<file path="src/rtl/attitude_encoder_if.sv">
// ---------------------------------------------------------------------------
// attitude_encoder_if
// Purpose : sample-in / attitude-out signal bundle for attitude_encoder.
// Signals : i_Valid     - sample pair present on i_Roll / i_Pitch
//           i_Roll      - signed roll sample, DATA_W bits
//           i_Pitch     - signed pitch sample, DATA_W bits
//           o_Ready     - encoder accepts a sample this cycle
//           o_Attitude  - {sgn(roll), sgn(pitch), over(roll), over(pitch)}
//           o_Att_Valid - one-cycle pulse when o_Attitude is updated
// Modports: master (sample producer / attitude consumer), slave (encoder)
// ---------------------------------------------------------------------------
interface attitude_encoder_if #(
  parameter int DATA_W = 12
);
  logic                     i_Valid;
  logic signed [DATA_W-1:0] i_Roll;
  logic signed [DATA_W-1:0] i_Pitch;
  logic                     o_Ready;
  logic [3:0]               o_Attitude;
  logic                     o_Att_Valid;

  modport master (
    output i_Valid, i_Roll, i_Pitch,
    input  o_Ready, o_Attitude, o_Att_Valid
  );

  modport slave (
    input  i_Valid, i_Roll, i_Pitch,
    output o_Ready, o_Attitude, o_Att_Valid
  );
endinterface

</file>
<file path="src/rtl/attitude_encoder.sv">
// ---------------------------------------------------------------------------
// attitude_encoder
// Purpose : averages 2^AVG_LOG2 roll/pitch sample pairs per window and
//           encodes the window averages as sign and over-threshold flags.
// Ports   : i_Clk   - clock, all state on rising edge
//           i_Rst_L - asynchronous active-low reset
//           bus     - attitude_encoder_if.slave (i_Valid, i_Roll, i_Pitch,
//                     o_Ready, o_Attitude, o_Att_Valid)
// Config  : ATT_ENC_HYST_EN - when defined, over flags use a hysteresis band
//           (set above THRESH, clear below THRESH-HYST); otherwise each
//           window is compared against THRESH with no history.
//
// state | meaning
// ACCUM | accepting samples, o_Ready high
// EVAL  | one cycle: window averages encoded, o_Ready low
// ---------------------------------------------------------------------------
module attitude_encoder #(
  parameter int DATA_W   = 12,
  parameter int AVG_LOG2 = 2,
  parameter int THRESH   = 200,
  parameter int HYST     = 32
) (
  input  logic               i_Clk,
  input  logic               i_Rst_L,
  attitude_encoder_if.slave  bus
);

  localparam int ACC_W = DATA_W + AVG_LOG2;
  localparam int MAG_W = DATA_W + 1;
  localparam int CNT_W = (AVG_LOG2 > 0) ? AVG_LOG2 : 1;

  localparam logic [CNT_W-1:0] C_LAST   = CNT_W'((1 << AVG_LOG2) - 1);
  localparam logic [MAG_W-1:0] C_THRESH = MAG_W'(THRESH);
`ifdef ATT_ENC_HYST_EN
  localparam logic [MAG_W-1:0] C_CLEAR  = MAG_W'(THRESH - HYST);
`endif

  if (THRESH <= 0 || THRESH >= (1 << (DATA_W - 1)) || HYST < 0 || HYST >= THRESH)
  begin : g_bad_param
    $error("attitude_encoder: THRESH/HYST out of range");
  end

  typedef enum logic [0:0] {
    ACCUM = 1'b0,
    EVAL  = 1'b1
  } state_t;

  state_t                  r_state;
  logic [CNT_W-1:0]        r_cnt;
  logic signed [ACC_W-1:0] r_acc_roll;
  logic signed [ACC_W-1:0] r_acc_pitch;
  logic [3:0]              r_attitude;
  logic                    r_att_valid;

  logic                    w_ready;
  logic                    w_accept;
  logic [DATA_W-1:0]       w_avg_roll;
  logic [DATA_W-1:0]       w_avg_pitch;
  logic [MAG_W-1:0]        w_mag_roll;
  logic [MAG_W-1:0]        w_mag_pitch;
  logic                    w_over_roll;
  logic                    w_over_pitch;

  // Magnitude is one bit wider than the sample so the most negative value
  // maps to +2^(DATA_W-1) instead of wrapping.
  function automatic logic [MAG_W-1:0] f_mag(input logic [DATA_W-1:0] a);
    logic [MAG_W-1:0] ext;
    ext = {a[DATA_W-1], a};
    return a[DATA_W-1] ? (~ext + 1'b1) : ext;
  endfunction

  assign w_ready  = (r_state == ACCUM);
  assign w_accept = bus.i_Valid & w_ready;

  // Dropping the low AVG_LOG2 bits of the accumulator is the floor
  // arithmetic shift; the remaining width is exactly DATA_W.
  assign w_avg_roll  = r_acc_roll[ACC_W-1:AVG_LOG2];
  assign w_avg_pitch = r_acc_pitch[ACC_W-1:AVG_LOG2];
  assign w_mag_roll  = f_mag(w_avg_roll);
  assign w_mag_pitch = f_mag(w_avg_pitch);

  always_comb begin
    w_over_roll  = 1'b0;
    w_over_pitch = 1'b0;
`ifdef ATT_ENC_HYST_EN
    w_over_roll  = r_attitude[1] ? !(w_mag_roll < C_CLEAR)  : (w_mag_roll > C_THRESH);
    w_over_pitch = r_attitude[0] ? !(w_mag_pitch < C_CLEAR) : (w_mag_pitch > C_THRESH);
`else
    w_over_roll  = (w_mag_roll > C_THRESH);
    w_over_pitch = (w_mag_pitch > C_THRESH);
`endif
  end

  always_ff @(posedge i_Clk or negedge i_Rst_L) begin
    if (!i_Rst_L) begin
      r_state     <= ACCUM;
      r_cnt       <= '0;
      r_acc_roll  <= '0;
      r_acc_pitch <= '0;
      r_attitude  <= 4'b0000;
      r_att_valid <= 1'b0;
    end else begin
      r_att_valid <= 1'b0;
      case (r_state)
        ACCUM: begin
          if (w_accept) begin
            r_acc_roll  <= r_acc_roll  + ACC_W'($signed(bus.i_Roll));
            r_acc_pitch <= r_acc_pitch + ACC_W'($signed(bus.i_Pitch));
            if (r_cnt == C_LAST) begin
              r_cnt   <= '0;
              r_state <= EVAL;
            end else begin
              r_cnt <= r_cnt + 1'b1;
            end
          end
        end
        EVAL: begin
          r_attitude  <= {w_avg_roll[DATA_W-1], w_avg_pitch[DATA_W-1],
                          w_over_roll, w_over_pitch};
          r_att_valid <= 1'b1;
          r_acc_roll  <= '0;
          r_acc_pitch <= '0;
          r_state     <= ACCUM;
        end
        default: r_state <= ACCUM;
      endcase
    end
  end

  assign bus.o_Ready     = w_ready;
  assign bus.o_Attitude  = r_attitude;
  assign bus.o_Att_Valid = r_att_valid;

endmodule

</file>
<file path="src/flat_wrapper.sv">
// flat-port wrapper written by rule: the top's interface ports become plain ports
module attitude_encoder_flat 
#(
  parameter int DATA_W   = 12,
  parameter int AVG_LOG2 = 2,
  parameter int THRESH   = 200,
  parameter int HYST     = 32
)
  (i_Clk, i_Rst_L, bus_i_Valid, bus_i_Roll, bus_i_Pitch, bus_o_Ready, bus_o_Attitude, bus_o_Att_Valid);
  attitude_encoder_if #(.DATA_W(DATA_W)) bus_i ();
  input  logic i_Clk;
  input  logic i_Rst_L;
  input wire logic [$bits(bus_i.i_Valid)-1:0] bus_i_Valid;
  input wire logic [$bits(bus_i.i_Roll)-1:0] bus_i_Roll;
  input wire logic [$bits(bus_i.i_Pitch)-1:0] bus_i_Pitch;
  output wire logic [$bits(bus_i.o_Ready)-1:0] bus_o_Ready;
  output wire logic [$bits(bus_i.o_Attitude)-1:0] bus_o_Attitude;
  output wire logic [$bits(bus_i.o_Att_Valid)-1:0] bus_o_Att_Valid;
  assign bus_i.i_Valid = bus_i_Valid;
  assign bus_i.i_Roll = bus_i_Roll;
  assign bus_i.i_Pitch = bus_i_Pitch;
  assign bus_o_Ready = bus_i.o_Ready;
  assign bus_o_Attitude = bus_i.o_Attitude;
  assign bus_o_Att_Valid = bus_i.o_Att_Valid;
  attitude_encoder #(.DATA_W(DATA_W), .AVG_LOG2(AVG_LOG2), .THRESH(THRESH), .HYST(HYST)) u_core (.i_Clk(i_Clk), .i_Rst_L(i_Rst_L), .bus(bus_i));
endmodule
</file>
<file path="config.mk">
export PLATFORM = sky130hd
export DESIGN_NAME = attitude_encoder_flat
export DESIGN_NICKNAME = d
export VERILOG_FILES = /design/src/rtl/attitude_encoder_if.sv /design/src/rtl/attitude_encoder.sv /design/src/flat_wrapper.sv
export SDC_FILE = /design/constraint.sdc
export NUM_CORES = 1
export LEC_CHECK = 0
export CAP_MARGIN = 15
export CORE_MARGIN = 2
export CORE_UTILIZATION = 45
export CTS_CLUSTER_DIAMETER = 120
export DETAILED_ROUTE_END_ITERATION = 8
export HOLD_SLACK_MARGIN = 0.06
export PLACE_DENSITY = 0.63
export SLEW_MARGIN = 5
export SYNTH_ARGS = -nofsm -noshare
export SYNTH_HDL_FRONTEND = slang
export SYNTH_SLANG_ARGS = --single-unit
</file>
<file path="constraint.sdc">
create_clock -name i_Clk -period 5.3 [get_ports i_Clk]
set_input_delay 0.53 -clock i_Clk [delete_from_list [all_inputs] [get_ports i_Clk]]
set_output_delay 0.53 -clock i_Clk [all_outputs]
set_load 0.01 [all_outputs]
</file>
==> impl_metrics.env <==
export IMPL_gp_congestion=0.874
export IMPL_ir_worst_vdd_uv=212
export IMPL_p_leak_nw=1.51
export IMPL_synth_fp_nets=367
export IMPL_cts_buffers_inserted=5
export IMPL_rsz0062_at_grt="no"
export IMPL_insertion_delay_ns=0.29
export IMPL_place_detailed_hpwl_um=4540
export IMPL_ys_ff_latch=36
export IMPL_tightest_slew_ns=0.802
export IMPL_start_util_pct=47.0
export IMPL_io_pins=33
export IMPL_final_hold_violation_count=0
export IMPL_die_h_um=83.1
export IMPL_vias_per_cell=5.82
export IMPL_fin_area_sq_mm=0.00333
export IMPL_synthAdderAreaFrac_pct=13.4
export IMPL_syn_inst=311
export IMPL_slew_violations=0
export IMPL_cts_reportedPaths_clkPinSlew_ns=0.08
export IMPL_core_sq_mm=0.00599
export IMPL_ys_flop_type="dfrtp_1"
export IMPL_synth_simple_gate_area_share_pct=19.8
export IMPL_syn_area_sq_mm=0.00282
export IMPL_total_power_mw=1.88
export IMPL_fin_crit_sh_pct=51.5
export IMPL_cap_viol_max_count=0
export IMPL_period_needed_ns=2.73
export IMPL_setup_worst_path_class="in -> reg"
export IMPL_synth_top_family_by_area="compound AO/OA/AOI/OAI gates"
export IMPL_synth_distinct_cells=51
export IMPL_die_w_um=83.1
export IMPL_htree_num_levels=2
export IMPL_cts_resized=0
export IMPL_crit_required_ns=5.47
export IMPL_rows=28
export IMPL_power_density_mw_per_mm2=565
export IMPL_cts_sinks=36
export IMPL_synth_compound_area_share_pct=23.9
export IMPL_cts_tree="done"
export IMPL_finalSetupViolCount=0
export IMPL_fin_setup_tns_ns=0
export IMPL_crit_path_end_kind="flip-flop"
export IMPL_grt_pass1_wl_um=10700
export IMPL_grt_max_degree=37
export IMPL_drtAntennaViolNets=0
export IMPL_route_vias_total=2455
export IMPL_dr_pass1_iters=4
export IMPL_skew_ns=0.00860
export IMPL_synth_async_reset_ratio_pct=100
export IMPL_wl_um=6140
export IMPL_die_area_sq_mm=0.00691
export IMPL_port_buffers=32
export IMPL_synth_edff_count=0
export IMPL_antenna_cells=0
export IMPL_dpl_cell_area_sq_mm=0.00322
export IMPL_drive_gt1_share_pct=7.20
export IMPL_nNetsFinal=402
export IMPL_postCtsHoldBufs=0
export IMPL_ys_seq_area_share_pct=32.0
export IMPL_final_cell_mix="dfrtp_1 (36), clkdlybuf4s50_1 (31), nor2_1 (29)"
export IMPL_cts_setup_buffers=0
export IMPL_slew_headroom_pct=46.5
export IMPL_syn_to_final_growth_pct=18.2
export IMPL_fmax_mhz=366
export IMPL_worst_ep_arrival_time_ns=2.90
export IMPL_cts_root_buf="clkbuf_8"
export IMPL_final_common_cell="dfrtp_1"
export IMPL_crit_fanout=3
export IMPL_post_synth_cell_area_avg_sq_um=9.06
export IMPL_drt_iter0_drc=101
export IMPL_wl_per_cell_um=14.5
export IMPL_overflow=0
export IMPL_synthMuxAreaShare_pct=5.60
export IMPL_crit_path_start_kind="input pin"
export IMPL_remaining_drc_errors=0
export IMPL_grt_pass1_vias=2276
export IMPL_status="finished clean"
export IMPL_synth_xor_area_share_pct=2.80
export IMPL_globalRouteTotalUtil_pct=18.6
export IMPL_hp_class="in -> async"
export IMPL_antenna_found_initial=0
export IMPL_clock_path_buffers=2
export IMPL_ys_warn_count=0
[cell families after synthesis]
logic type,count (synthesis)
and+or+nand+nor,109
AOI/OAI and AO/OA,95
DFF,36
adders and majority gates,29
buffers and inverters,18
muxes,15
xor gates and xnor gates,9
[Yosys cell counts (2+ instances only)]
| cell | number | area [sq um] |
|---|---|---|
| ha_1 | 27 | 338 |
| nand3b_1 | 3 | 22.5 |
| a31o_2 | 2 | 17.5 |
| or3_1 | 8 | 50.1 |
| a211oi_1 | 5 | 37.5 |
| nor4_1 | 3 | 18.8 |
| nor3_1 | 8 | 40.0 |
| a21oi_1 | 27 | 135 |
| nor2b_1 | 6 | 37.5 |
| a32o_1 | 5 | 50.1 |
| or4_1 | 2 | 15.0 |
| nand4_1 | 5 | 31.3 |
| clkbuf_1 | 4 | 15.0 |
| a21o_1 | 13 | 97.6 |
| nand2_1 | 22 | 82.6 |
| dfrtp_1 | 36 | 901 |
| o21bai_1 | 4 | 30.0 |
| mux2i_1 | 9 | 90.1 |
| a2111o_1 | 2 | 22.5 |
| a22o_1 | 2 | 17.5 |
| nand3_1 | 9 | 45.0 |
| and3_1 | 3 | 18.8 |
| nand2b_1 | 2 | 12.5 |
| o21a_1 | 5 | 37.5 |
| nor2_1 | 29 | 109 |
| o21ai_0 | 13 | 65.1 |
| a31oi_1 | 8 | 50.1 |
| mux2_2 | 6 | 67.6 |
| inv_1 | 12 | 45.0 |
| xnor2_1 | 6 | 52.6 |
| and2b_1 | 2 | 15.0 |
| fa_1 | 2 | 40.0 |
| xor2_1 | 3 | 26.3 |
[where the power goes]
part / internal [mW] / switching, mW / leakage (nW) / total, mW
registers: 0.409 / 0.145 / 0.436 / 0.554
logic: 0.531 / 0.555 / 1.02 / 1.09
clock network: 0.139 / 0.102 / 0.0541 / 0.241
[per-stage QoR]
step	setup slack (ns)	util, %	hold WS [ns]	std cells
detailed placement	2.29	53.7	0.497	414
floorplan	2.91	-	0.234	311
global route	2.45	55.6	0.397	422
CTS	2.57	55.6	0.359	422
global placement	2.34	53.7	0.490	414
finish	2.57	55.6	0.328	422
[critical path, cell delays in order]
cell and delay [ns]:
clkdlybuf4s50_1 0.46, ha_1 0.16, inv_1 0.06, fa_1 0.38, and2b_1 0.25, o21bai_1 0.10
a21oi_1 0.24, nor3_1 0.10, or3b_1 0.38, a32o_1 0.26
[routing by layer]
layer | part of all wire (%) | GRT usage, %
met1 | 49 | 25.3
met2 | 46 | 31.2
met3 | 3.5 | 2.49
met4 | 0.67 | 4.92
met5 | 0 | 0
[sequential cells by signal, indices dropped and copies added (netlist names)]
name,cells
u_core.r_acc_pitch,14
u_core.r_acc_roll,14
u_core.bus.o_Attitude,4
u_core.r_cnt,2
u_core.bus.o_Att_Valid,1
u_core.r_state,1
[area by class of cell]
| cell class | instances | area, sq um |
|---|---|---|
| sequential | 36 | 901 |
| clock inverter | 3 | 42.5 |
| inverter | 12 | 45.0 |
| multi-input combinational | 257 | 1850 |
| timing repair buffer | 34 | 330 |
| tap | 75 | 93.8 |
| fill | 547 | 2660 |
| clock buffer | 5 | 68.8 |
[worst paths after layout]
path | startpoint | to | slack, ns | cells after the start
hold reg to reg | u_core.bus.o_Attitude[3] | u_core.bus.o_Attitude[3] | 0.51 | 1
hold / removal | i_Rst_L | u_core.r_acc_pitch[8] | 0.33 | 1
setup reg to reg | u_core.r_acc_roll[0] | u_core.r_acc_roll[10] | 2.93 | 9
setup / recovery | bus_i_Roll[0] | u_core.r_acc_roll[10] | 2.57 | 10
max in group asynchronous | i_Rst_L | u_core.r_acc_roll[11] | 4.46 | 1
min in group i_Clk | u_core.bus.o_Attitude[3] | u_core.bus.o_Attitude[3] | 0.51 | 1
(Power assumes the default switching activity.)
